File: src/rtl/spu_dm_arbiter_pkg.sv
// spu_dm_pkg: shared constants and types for the SPU data-memory arbiter.
// Build option: SPU_DM_ARB_LOCK_EN adds per-port lock inputs.
package spu_dm_pkg;

    localparam int unsigned DM_AW = 8;
    localparam int unsigned DM_DW = 16;

    localparam logic PORT_SPU  = 1'b0;
    localparam logic PORT_HOST = 1'b1;

    typedef enum logic {
        PRIO_RR    = 1'b0,
        PRIO_FIXED = 1'b1
    } prio_mode_e;

endpackage

File: src/rtl/spu_dm_arbiter_if.sv
// spu_dm_arbiter_if: requester handshakes (SPU port 0, host port 1) and dm pins.
// Build option: SPU_DM_ARB_LOCK_EN adds p0_lock/p1_lock.
interface spu_dm_arbiter_if
    import spu_dm_pkg::*;
#(
    parameter int unsigned AW = DM_AW,
    parameter int unsigned DW = DM_DW
);

    logic          p0_req,    p1_req;
    logic          p0_wr,     p1_wr;
    logic [AW-1:0] p0_addr,   p1_addr;
    logic [DW-1:0] p0_wdata,  p1_wdata;
    logic          p0_gnt,    p1_gnt;
    logic          p0_rvalid, p1_rvalid;
    logic [DW-1:0] p0_rdata,  p1_rdata;
`ifdef SPU_DM_ARB_LOCK_EN
    logic          p0_lock,   p1_lock;
`endif
    logic [AW-1:0] dm_addr;
    logic          dm_rd;
    logic          dm_wr;
    logic [DW-1:0] dm_w_data;
    logic [DW-1:0] dm_r_data;
    logic          busy;

    modport slave (
        input  p0_req, p0_wr, p0_addr, p0_wdata,
        input  p1_req, p1_wr, p1_addr, p1_wdata,
`ifdef SPU_DM_ARB_LOCK_EN
        input  p0_lock, p1_lock,
`endif
        input  dm_r_data,
        output p0_gnt, p0_rvalid, p0_rdata,
        output p1_gnt, p1_rvalid, p1_rdata,
        output dm_addr, dm_rd, dm_wr, dm_w_data, busy
    );

    modport master (
        output p0_req, p0_wr, p0_addr, p0_wdata,
        output p1_req, p1_wr, p1_addr, p1_wdata,
`ifdef SPU_DM_ARB_LOCK_EN
        output p0_lock, p1_lock,
`endif
        output dm_r_data,
        input  p0_gnt, p0_rvalid, p0_rdata,
        input  p1_gnt, p1_rvalid, p1_rdata,
        input  dm_addr, dm_rd, dm_wr, dm_w_data, busy
    );

endinterface

File: src/rtl/spu_dm_arbiter_pick.sv
// spu_dm_arb_pick: combinational winner selection between the two dm requesters.
module spu_dm_arb_pick
    import spu_dm_pkg::*;
#(
    parameter prio_mode_e MODE = PRIO_RR
) (
    input  logic [1:0] req,
    input  logic       rr_ptr,
    input  logic       starve,
    output logic [1:0] gnt
);

    // One-hot winner; a tie goes to the rr pointer or to port 0 unless port 1 is starved
    always_comb begin
        gnt = '0;
        case (req)
            2'b01: gnt = 2'b01;
            2'b10: gnt = 2'b10;
            2'b11: begin
                if (MODE == PRIO_RR) gnt = rr_ptr ? 2'b10 : 2'b01;
                else                 gnt = starve ? 2'b10 : 2'b01;
            end
            default: gnt = '0;
        endcase
    end

endmodule

File: src/rtl/spu_dm_arbiter.sv
// spu_dm_arbiter: shares the SPU single-port dm between the controller and host.
// Grant in cycle N, dm pins registered in N+1, read data returned in N+2.
// Build option: SPU_DM_ARB_LOCK_EN enables lock-based ownership for RMW sequences.
module spu_dm_arbiter
    import spu_dm_pkg::*;
#(
    parameter int unsigned AW         = DM_AW,
    parameter int unsigned DW         = DM_DW,
    parameter int unsigned PRIO_MODE  = 0,
    parameter int unsigned STARVE_MAX = 4
) (
    input logic             clk,
    input logic             rst,
    spu_dm_arbiter_if.slave bus
);

    localparam prio_mode_e MODE       = (PRIO_MODE == 1) ? PRIO_FIXED : PRIO_RR;
    localparam logic [3:0] STARVE_LIM = 4'(STARVE_MAX);

    logic [1:0]    req, req_elig, pick_gnt, gnt;
    logic          gnt_any, gnt_id, gnt_wr;
    logic [AW-1:0] gnt_addr;
    logic [DW-1:0] gnt_wdata;
    logic          rr_ptr, starve, freeze;
    logic [3:0]    starve_cnt;
    logic [AW-1:0] dm_addr_q;
    logic [DW-1:0] dm_w_data_q;
    logic          dm_rd_q, dm_wr_q, iss_tag;
    logic          ret_vld, ret_rd, ret_tag;
    logic          rvalid0, rvalid1;

    assign req = {bus.p1_req, bus.p0_req};

`ifdef SPU_DM_ARB_LOCK_EN
    logic locked, lock_owner, gnt_lock;

    assign gnt_lock = gnt_id ? bus.p1_lock : bus.p0_lock;
    assign freeze   = locked;

    // An owner that still requests shuts the other port out
    always_comb begin
        req_elig = req;
        if (locked && req[lock_owner]) req_elig = lock_owner ? 2'b10 : 2'b01;
    end

    // Ownership: taken by a locked grant, dropped by an unlocked grant or by the owner releasing req
    always_ff @(posedge clk or negedge rst) begin
        if (!rst) begin
            locked     <= 1'b0;
            lock_owner <= 1'b0;
        end else if (gnt_any) begin
            locked     <= gnt_lock;
            lock_owner <= gnt_id;
        end else if (locked && !req[lock_owner]) begin
            locked <= 1'b0;
        end
    end
`else
    assign req_elig = req;
    assign freeze   = 1'b0;
`endif

    assign starve = (MODE == PRIO_FIXED) && (starve_cnt == STARVE_LIM);

    spu_dm_arb_pick #(.MODE(MODE)) u_pick (
        .req    (req_elig),
        .rr_ptr (rr_ptr),
        .starve (starve),
        .gnt    (pick_gnt)
    );

    // Grants are suppressed while reset is held, even with requests pending
    assign gnt       = pick_gnt & {2{rst}};
    assign gnt_any   = |gnt;
    assign gnt_id    = gnt[PORT_HOST];
    assign gnt_wr    = gnt_id ? bus.p1_wr    : bus.p0_wr;
    assign gnt_addr  = gnt_id ? bus.p1_addr  : bus.p0_addr;
    assign gnt_wdata = gnt_id ? bus.p1_wdata : bus.p0_wdata;

    // Arbitration history: rr pointer favours the port not granted last; starvation count for port 1
    always_ff @(posedge clk or negedge rst) begin
        if (!rst) begin
            rr_ptr     <= 1'b0;
            starve_cnt <= '0;
        end else if (!freeze) begin
            if (gnt_any) rr_ptr <= ~gnt_id;
            if (gnt[PORT_HOST] || !req[PORT_HOST]) starve_cnt <= '0;
            else if (starve_cnt != STARVE_LIM)     starve_cnt <= starve_cnt + 4'd1;
        end
    end

    // Issue stage: register the granted access onto the dm pins with its source tag
    always_ff @(posedge clk or negedge rst) begin
        if (!rst) begin
            dm_addr_q   <= '0;
            dm_w_data_q <= '0;
            dm_rd_q     <= 1'b0;
            dm_wr_q     <= 1'b0;
            iss_tag     <= 1'b0;
        end else begin
            dm_rd_q <= gnt_any && !gnt_wr;
            dm_wr_q <= gnt_any && gnt_wr;
            if (gnt_any) begin
                dm_addr_q   <= gnt_addr;
                dm_w_data_q <= gnt_wdata;
                iss_tag     <= gnt_id;
            end
        end
    end

    // Return stage: follows the issue stage by one cycle while dm produces read data
    always_ff @(posedge clk or negedge rst) begin
        if (!rst) begin
            ret_vld <= 1'b0;
            ret_rd  <= 1'b0;
            ret_tag <= 1'b0;
        end else begin
            ret_vld <= dm_rd_q || dm_wr_q;
            ret_rd  <= dm_rd_q;
            ret_tag <= iss_tag;
        end
    end

    assign rvalid0 = ret_rd && (ret_tag == PORT_SPU);
    assign rvalid1 = ret_rd && (ret_tag == PORT_HOST);

    assign bus.p0_gnt    = gnt[PORT_SPU];
    assign bus.p1_gnt    = gnt[PORT_HOST];
    assign bus.p0_rvalid = rvalid0;
    assign bus.p1_rvalid = rvalid1;
    assign bus.p0_rdata  = rvalid0 ? bus.dm_r_data : '0;
    assign bus.p1_rdata  = rvalid1 ? bus.dm_r_data : '0;
    assign bus.dm_addr   = dm_addr_q;
    assign bus.dm_rd     = dm_rd_q;
    assign bus.dm_wr     = dm_wr_q;
    assign bus.dm_w_data = dm_w_data_q;
    assign bus.busy      = dm_rd_q || dm_wr_q || ret_vld;

endmodule

File: src/flat_wrapper.sv
// flat-port wrapper written by rule: the top's interface ports become plain ports
module spu_dm_arbiter_flat import spu_dm_pkg::*;
#(
    parameter int unsigned AW         = DM_AW,
    parameter int unsigned DW         = DM_DW,
    parameter int unsigned PRIO_MODE  = 0,
    parameter int unsigned STARVE_MAX = 4
)
  (clk, rst, bus_p0_req, bus_p0_wr, bus_p0_addr, bus_p0_wdata, bus_p1_req, bus_p1_wr, bus_p1_addr, bus_p1_wdata, bus_dm_r_data, bus_p0_gnt, bus_p0_rvalid, bus_p0_rdata, bus_p1_gnt, bus_p1_rvalid, bus_p1_rdata, bus_dm_addr, bus_dm_rd, bus_dm_wr, bus_dm_w_data, bus_busy);
  spu_dm_arbiter_if #(.AW(AW), .DW(DW)) bus_i ();
  input logic clk;
  input logic rst;
  input wire logic [$bits(bus_i.p0_req)-1:0] bus_p0_req;
  input wire logic [$bits(bus_i.p0_wr)-1:0] bus_p0_wr;
  input wire logic [$bits(bus_i.p0_addr)-1:0] bus_p0_addr;
  input wire logic [$bits(bus_i.p0_wdata)-1:0] bus_p0_wdata;
  input wire logic [$bits(bus_i.p1_req)-1:0] bus_p1_req;
  input wire logic [$bits(bus_i.p1_wr)-1:0] bus_p1_wr;
  input wire logic [$bits(bus_i.p1_addr)-1:0] bus_p1_addr;
  input wire logic [$bits(bus_i.p1_wdata)-1:0] bus_p1_wdata;
  input wire logic [$bits(bus_i.dm_r_data)-1:0] bus_dm_r_data;
  output wire logic [$bits(bus_i.p0_gnt)-1:0] bus_p0_gnt;
  output wire logic [$bits(bus_i.p0_rvalid)-1:0] bus_p0_rvalid;
  output wire logic [$bits(bus_i.p0_rdata)-1:0] bus_p0_rdata;
  output wire logic [$bits(bus_i.p1_gnt)-1:0] bus_p1_gnt;
  output wire logic [$bits(bus_i.p1_rvalid)-1:0] bus_p1_rvalid;
  output wire logic [$bits(bus_i.p1_rdata)-1:0] bus_p1_rdata;
  output wire logic [$bits(bus_i.dm_addr)-1:0] bus_dm_addr;
  output wire logic [$bits(bus_i.dm_rd)-1:0] bus_dm_rd;
  output wire logic [$bits(bus_i.dm_wr)-1:0] bus_dm_wr;
  output wire logic [$bits(bus_i.dm_w_data)-1:0] bus_dm_w_data;
  output wire logic [$bits(bus_i.busy)-1:0] bus_busy;
  assign bus_i.p0_req = bus_p0_req;
  assign bus_i.p0_wr = bus_p0_wr;
  assign bus_i.p0_addr = bus_p0_addr;
  assign bus_i.p0_wdata = bus_p0_wdata;
  assign bus_i.p1_req = bus_p1_req;
  assign bus_i.p1_wr = bus_p1_wr;
  assign bus_i.p1_addr = bus_p1_addr;
  assign bus_i.p1_wdata = bus_p1_wdata;
  assign bus_i.dm_r_data = bus_dm_r_data;
  assign bus_p0_gnt = bus_i.p0_gnt;
  assign bus_p0_rvalid = bus_i.p0_rvalid;
  assign bus_p0_rdata = bus_i.p0_rdata;
  assign bus_p1_gnt = bus_i.p1_gnt;
  assign bus_p1_rvalid = bus_i.p1_rvalid;
  assign bus_p1_rdata = bus_i.p1_rdata;
  assign bus_dm_addr = bus_i.dm_addr;
  assign bus_dm_rd = bus_i.dm_rd;
  assign bus_dm_wr = bus_i.dm_wr;
  assign bus_dm_w_data = bus_i.dm_w_data;
  assign bus_busy = bus_i.busy;
  spu_dm_arbiter #(.AW(AW), .DW(DW), .PRIO_MODE(PRIO_MODE), .STARVE_MAX(STARVE_MAX)) u_core (.clk(clk), .rst(rst), .bus(bus_i));
endmodule
File: config.mk
export PLATFORM = sky130hd
export DESIGN_NAME = spu_dm_arbiter_flat
export DESIGN_NICKNAME = d
export VERILOG_FILES = /design/src/rtl/spu_dm_arbiter_pkg.sv /design/src/rtl/spu_dm_arbiter_if.sv /design/src/rtl/spu_dm_arbiter_pick.sv /design/src/rtl/spu_dm_arbiter.sv /design/src/flat_wrapper.sv
export SDC_FILE = /design/constraint.sdc
export NUM_CORES = 1
export LEC_CHECK = 0
export CORE_UTILIZATION = 30
export CTS_CLUSTER_DIAMETER = 30
export DETAILED_ROUTE_END_ITERATION = 12
export MAX_ROUTING_LAYER = met4
export PLACE_DENSITY = 0.77
export RECOVER_POWER = 25
export SKIP_LAST_GASP = 1
export SLEW_MARGIN = 20
export SYNTH_ARGS = -nofsm -noshare
export SYNTH_HDL_FRONTEND = slang
export SYNTH_SLANG_ARGS = --single-unit
File: constraint.sdc
create_clock -name clk -period 2 [get_ports clk]
set_input_delay 0.3 -clock clk [delete_from_list [all_inputs] [get_ports clk]]
set_output_delay 0.3 -clock clk [all_outputs]
set_load 0.05 [all_outputs]
==> impl_metrics.yaml, run 1 <==
run_status:
  outcome: "completed"
detailed_routing:
  wl_met3_um: 458
  highest_layer: "met4"
  antenna_left: 0
  routedWlPerCell_um: 15.0
  drc: 0
  routed_wl_um: 5140
  drt_iter0_markers: 31
  wl_met2_um: 2550
  drt-met1-wl_um: 2090
  vias_per_cell: 4.78
  dr.pass1.iters: 4
  vias: 1636
timing:
  fin_crit_ps: 1870
  final-hold-violation-count: 0
  finalClockSkew_ps: 4.66
  slew_violations: 0
  tightestPinTransition_ps: 1290
  setup_tns_ps: 0
  period_share: 0.933
  setup_viol: 0
  slew_headroom: 0.138
  rsz0062_at_grt: "no"
  fmax_ghz: 0.536
worst_setup_path:
  cp.arrival_ps: 1570
  slowest_delay_ps: 550
  cp-endpoint: "bus_p1_gnt"
  crit_chain: "clkdlybuf4s50_1 -> and2_4 -> and2_4 -> buf_12"
  slowest_stage: "clkdlybuf4s50_1"
  worst_path_most_repeated_cell: "and2_4"
  startpoint_type: "primary input"
  crit_start: "rst"
  end_kind: "primary output"
  path_class: "primary input to primary output"
  worstPathRequired_ps: 1700
  reg2reg_slack_ps: 670
  rr_worst_depth: 3
  cp_max_fo: 25
  rr_startpoint: "u_core.rr_ptr"
  reg2reg_to: "u_core.bus.dm_w_data[10]"
floorplanning:
  initial_core_util: 0.320
  ios: 133
  die_w_um: 73.9
  rows: 25
  die_area_um2: 5460
  coreArea_um2: 4850
  die_y_um: 73.9
cells_and_area:
  nNetsFinal: 344
  area_growth_pct: 118
  diodes: 0
  fill_cells: 360
  final_util: 0.697
  drive_gt1_frac: 0.193
clock_tree:
  clock_sink_count: 31
  cts.reportedPaths.clkPinSlew_ps: 70
  root_buffer: "clkbuf_8"
  htreeDepth: 2
  cts_hold_buffers: 0
  cts_tree: "yes"
  clkLatencyLatePin_ps: 280
  cts_buffers: 5
  clockBufferDepth: 2
logic_synthesis:
  syn_area_per_cell_um2: 11.2
  ys_ff_latch: 31
  netlist.area_leader.share: 0.500
  yosysSeqAreaShare: 0.500
  synth_common_cells: "and2_1, dfrtp_1, a221o_1"
  netlist_top_cells_area: "dfrtp_1, and2_1, a221o_1"
  synth_edf_count: 0
  synth_nets: 208
  synth_top_area_cell: "dfrtp_1"
  synth_area_um2: 1550
  async_flop_share: 1.00
  synth_flop_cell: "dfrtp_1"
  yosysMostFrequentCell: "and2_1"
  synthCells: 138
  ys_types: 21
  yosysWarnings: 0
grt:
  grt-ovfl-total: 0
  grt_usage: 0.204
  grt_pass1_vias: 1625
  grt_pass1_wl_um: 8060
  antenna_found_initial: 0
  grt_max_degree: 27
power:
  power.density_nw_per_um2: 685
  power_uw: 2310
  p_leak_uw: 0.00147
  vdd_drop_max_mv: 0.443
place:
  hpwl_um: 4110
  place_congestion: 0.679
  io_buffers: 132
min_path:
  hold_path_class: "flip-flop to flip-flop"
job:
  drv_cap: 0
## flip-flops by register name (all words and copies together), names as in the netlist
signal,count
u_core.bus.dm_w_data,16
u_core.bus.dm_addr,8
u_core.bus.dm_rd,1
u_core.bus.dm_wr,1
u_core.iss_tag,1
u_core.ret_rd,1
u_core.ret_tag,1
u_core.ret_vld,1
u_core.rr_ptr,1
## placed cells by master, fill, tap and decap left out
master,Yosys,routed
dfrtp_1,31,31
nor2b_1,1,1
nand2_1,1,1
dlygate4sd2_1,0,1
buf_4,0,5
or2_2,1,1
a21oi_1,1,1
buf_12,0,36
clkbuf_1,5,4
nor3_1,1,1
clkdlybuf4s50_1,0,95
clkinv_2,0,1
o21ba_2,1,1
mux2i_1,1,1
clkbuf_8,0,5
a221o_1,24,24
a21boi_0,1,1
nand2b_4,1,1
o21ai_1,1,1
a21oi_2,1,1
nor2_1,1,1
or3_1,1,1
and3_1,17,17
and2_1,41,41
and2_4,2,2
## per-stage QoR
| stage | setup WS, ps | hold WS, ps | cell area [µm²] | instances |
|---|---|---|---|---|
| 2_1_floorplan | 171 | 4.41 | 1550 | 138 |
| 3_3_place_gp | 141 | 372 | 3310 | 334 |
| 3_5_place_dp | 112 | 384 | 3310 | 334 |
| 4_1_cts | 105 | 401 | 3390 | 342 |
| 5_1_grt | 23.6 | 403 | 3380 | 342 |
| 6_report | 134 | 394 | 3380 | 342 |
## critical path: cells and delay by family
family	cells	cell delay, ps
buffers and inverters	2	730
AND/OR/NAND/NOR	2	510
## routing by layer
metal  vias up  track usage
li1        775            -
met1       761        0.246
met2        97        0.338
met3         3       0.0439
met4         0       0.0641
met5         -            -
## cells by family after synthesis
kind of cell | count (synthesis) | share of synthesized area
and+or+nand+nor | 67 | 0.274
DFF | 31 | 0.500
muxes | 1 | 0.00646
AOI/OAI and AO/OA | 29 | 0.178
buffers and inverters | 10 | 0.0404
## worst min path at each step
| stage | slack, ps | cells past startpoint | from | end |
|---|---|---|---|---|
| 2_1_floorplan | 4 | 0 | rst | u_core.bus.dm_addr[0] |
| 3_3_place_gp | 370 | 0 | u_core.iss_tag | u_core.ret_tag |
| 3_5_place_dp | 380 | 0 | u_core.iss_tag | u_core.ret_tag |
| 4_1_cts | 400 | 0 | u_core.iss_tag | u_core.ret_tag |
| 5_1_grt | 400 | 0 | u_core.iss_tag | u_core.ret_tag |
| 6_report | 390 | 0 | u_core.iss_tag | u_core.ret_tag |
## layout make-up
type / instances / area [µm²] / share of cell area
clock inverter: 1 / 5.00 / 0.00148
tap: 67 / 83.8 / 0.0248
timing repair buffer: 139 / 1730 / 0.511
sequential: 31 / 776 / 0.230
clock buffer: 7 / 76.3 / 0.0226
multi-input combinational: 97 / 712 / 0.211
## power breakdown
| part | total, µW | internal [µW] | switching [µW] |
|---|---|---|---|
| logic | 1060 | 480 | 584 |
| registers | 777 | 716 | 60.5 |
| clock network | 472 | 244 | 228 |
## what timing repair did
item	4_1_cts	5_1_grt
setup endpoints to repair	1	0
setup buffers	0	0
gates resized for setup	1	0
(Power assumes the default switching activity.)
==> run 2: changes to the inputs <==
--- a/config.mk
+++ b/config.mk
@@ -5,7 +5,7 @@
 export SDC_FILE = /design/constraint.sdc
 export NUM_CORES = 1
 export LEC_CHECK = 0
-export CORE_UTILIZATION = 30
+export CORE_UTILIZATION = 29
 export CTS_CLUSTER_DIAMETER = 30
 export DETAILED_ROUTE_END_ITERATION = 12
 export MAX_ROUTING_LAYER = met4
==> constraint.sdc (replaced) <==
create_clock -name clk -period 1.6 [get_ports clk]
set_input_delay 0.24 -clock clk [delete_from_list [all_inputs] [get_ports clk]]
set_output_delay 0.24 -clock clk [all_outputs]
set_load 0.05 [all_outputs]
==> run 2 against run 1 <==
Against the previous run: sequential power rose by 23%; combinational power rose by 27%; largest power group unchanged; final cell count grew 3.2%; worst setup slack got worse by 100 ps; clock-buffer cell count shrank 1; non-clock buffer count up 8; sequential share of layout area is 0.28 points lower; first-iteration DRC count increased by 29%; global-route usage fell by 0.12 points; cell area is 1.2% higher.
==> impl_metrics.yaml, run 2 (same netlist as run 1, synthesis figures left out) <==
run_status:
  outcome: "completed"
worst_setup_path:
  path_class: "primary input to primary output"
  worstPathRequired_ps: 1360
  rr_worst_depth: 3
  crit_start: "bus_p1_req"
  cp.arrival_ps: 1330
  cp_max_fo: 10
  startpoint_type: "primary input"
  cp-endpoint: "bus_p0_gnt"
  reg2reg_slack_ps: 240
  end_kind: "primary output"
  rr_startpoint: "u_core.rr_ptr"
  reg2reg_to: "u_core.bus.dm_addr[6]"
grt:
  busiest_layer: "met2"
  grt_pass1_vias: 1649
  grt_use_met2: 0.345
  grt_util_met1: 0.224
  grt-ovfl-total: 0
  grt_max_degree: 24
  grt_usage: 0.202
  antenna_found_initial: 0
  grt_pass1_wl_um: 8080
  met3_usage: 0.0710
detailed_routing:
  vias_per_cell: 4.86
  vias: 1715
  routedWlPerCell_um: 15.3
  routed_wl_um: 5420
  antenna_left: 0
  drt_iter0_markers: 40
  dr.pass1.iters: 4
  drc: 0
floorplanning:
  initial_core_util: 0.302
  die_area_um2: 5640
  ios: 133
  die_y_um: 75.1
  die_w_um: 75.1
  coreArea_um2: 5140
  rows: 26
clock_tree:
  htreeDepth: 2
  root_buffer: "clkbuf_8"
  clkLatencyLatePin_ps: 280
  cts_tree: "yes"
  cts_buffers: 5
  cts.reportedPaths.clkPinSlew_ps: 60
  clockBufferDepth: 2
  clock_sink_count: 31
timing:
  timing.hold.ws_ps: 168
  tightestPinTransition_ps: 1240
  setup_viol: 0
  finalClockSkew_ps: 3.09
  final-hold-violation-count: 0
  rsz0062_at_grt: "yes"
  fmax_ghz: 0.637
  fin_crit_ps: 1570
  slew_violations: 0
  slew_headroom: 0.173
  period_share: 0.981
place:
  hpwl_um: 4240
  place_congestion: 0.741
  io_buffers: 132
cells_and_area:
  drive_gt1_frac: 0.350
  area_growth_pct: 121
  nNetsFinal: 353
  layout_commonest_cell: "clkdlybuf4s50_1"
  mostFrequentLayoutCells: "clkdlybuf4s50_1, buf_12, buf_4, and2_1, dfrtp_1"
  largest_register_ffs: 16
  fill_cells: 396
  diodes: 0
min_path:
  hold_path_class: "primary input to async pin"
power:
  power.density_nw_per_um2: 855
  vdd_drop_max_mv: 0.655
  p_leak_uw: 0.00156
  power_uw: 2920
job:
  drv_cap: 0
## run 2: cell count changes in the layout (fill, tap and decap cells not counted), sizes merged
| cell | previous run | this run |
|---|---|---|
| dlygate4sd3 | 0 | 1 |
| clkdlybuf4s50 | 95 | 67 |
| clkbuf | 9 | 8 |
| and2 | 43 | 44 |
| buf | 41 | 75 |
| dlygate4sd2 | 1 | 2 |
## run 2: metrics by stage
| stage | area (µm²) | setup slack [ps] | utilization | cells | TNS [ps] |
|---|---|---|---|---|---|
| CTS | 3410 | 5.64 | 0.664 | 352 | 0 |
| global placement | 3310 | -127 | 0.644 | 343 | -2120 |
| floorplan | 1570 | 40.6 | - | 138 | 0 |
| global route | 3420 | -7.70 | 0.665 | 353 | -11.2 |
| finish | 3420 | 30.8 | 0.665 | 353 | 0 |
| detailed placement | 3310 | -144 | 0.644 | 343 | -2500 |
## run 2: metal layers
layer / part of all wire / routed length, µm
met5: 0 / 0
met4: 0.0074 / 40
met3: 0.12 / 642
met2: 0.50 / 2690
met1: 0.38 / 2040
## run 2: how the worst min path moves through the flow
stage | from | to | slack [ps] | cells past startpoint
CTS | rst | u_core.iss_tag | 100 | 2
finish | rst | u_core.bus.dm_addr[7] | 170 | 2
global placement | u_core.iss_tag | u_core.ret_tag | 360 | 0
global route | rst | u_core.bus.dm_addr[7] | 230 | 2
floorplan | rst | u_core.bus.dm_addr[0] | -60 | 0
detailed placement | u_core.iss_tag | u_core.ret_tag | 370 | 0
## run 2: worst max-delay path: stages
cell and delay [ps]:
clkdlybuf4s50_1 440, buf_4 150, a21oi_2 200, buf_12 160, buf_12 130
## run 2: area by class of cell
| class | count | area, µm² | area share |
|---|---|---|---|
| clock inverters | 1 | 5.00 | 0.00146 |
| well taps | 70 | 87.6 | 0.0256 |
| clock buffers | 6 | 82.6 | 0.0241 |
| flip-flops and latches | 31 | 776 | 0.227 |
| multi-input cells | 98 | 733 | 0.214 |
| repair buffers | 147 | 1740 | 0.507 |
## run 2: report_power, final
group	internal, µW	leakage [µW]	switching (µW)	total (µW)
registers	896	0.000384	60.9	957
clock network	337	0.0000470	277	614
logic	593	0.00113	760	1350
## run 2: timing repair
action / in CTS / in global routing
hold endpoints to repair: 1 / 0
hold buffers: 1 / 0
setup buffers: 0 / 1
endpoints found under the setup margin: 2 / 16
gates cloned: 1 / 0
gates resized for setup: 2 / 2
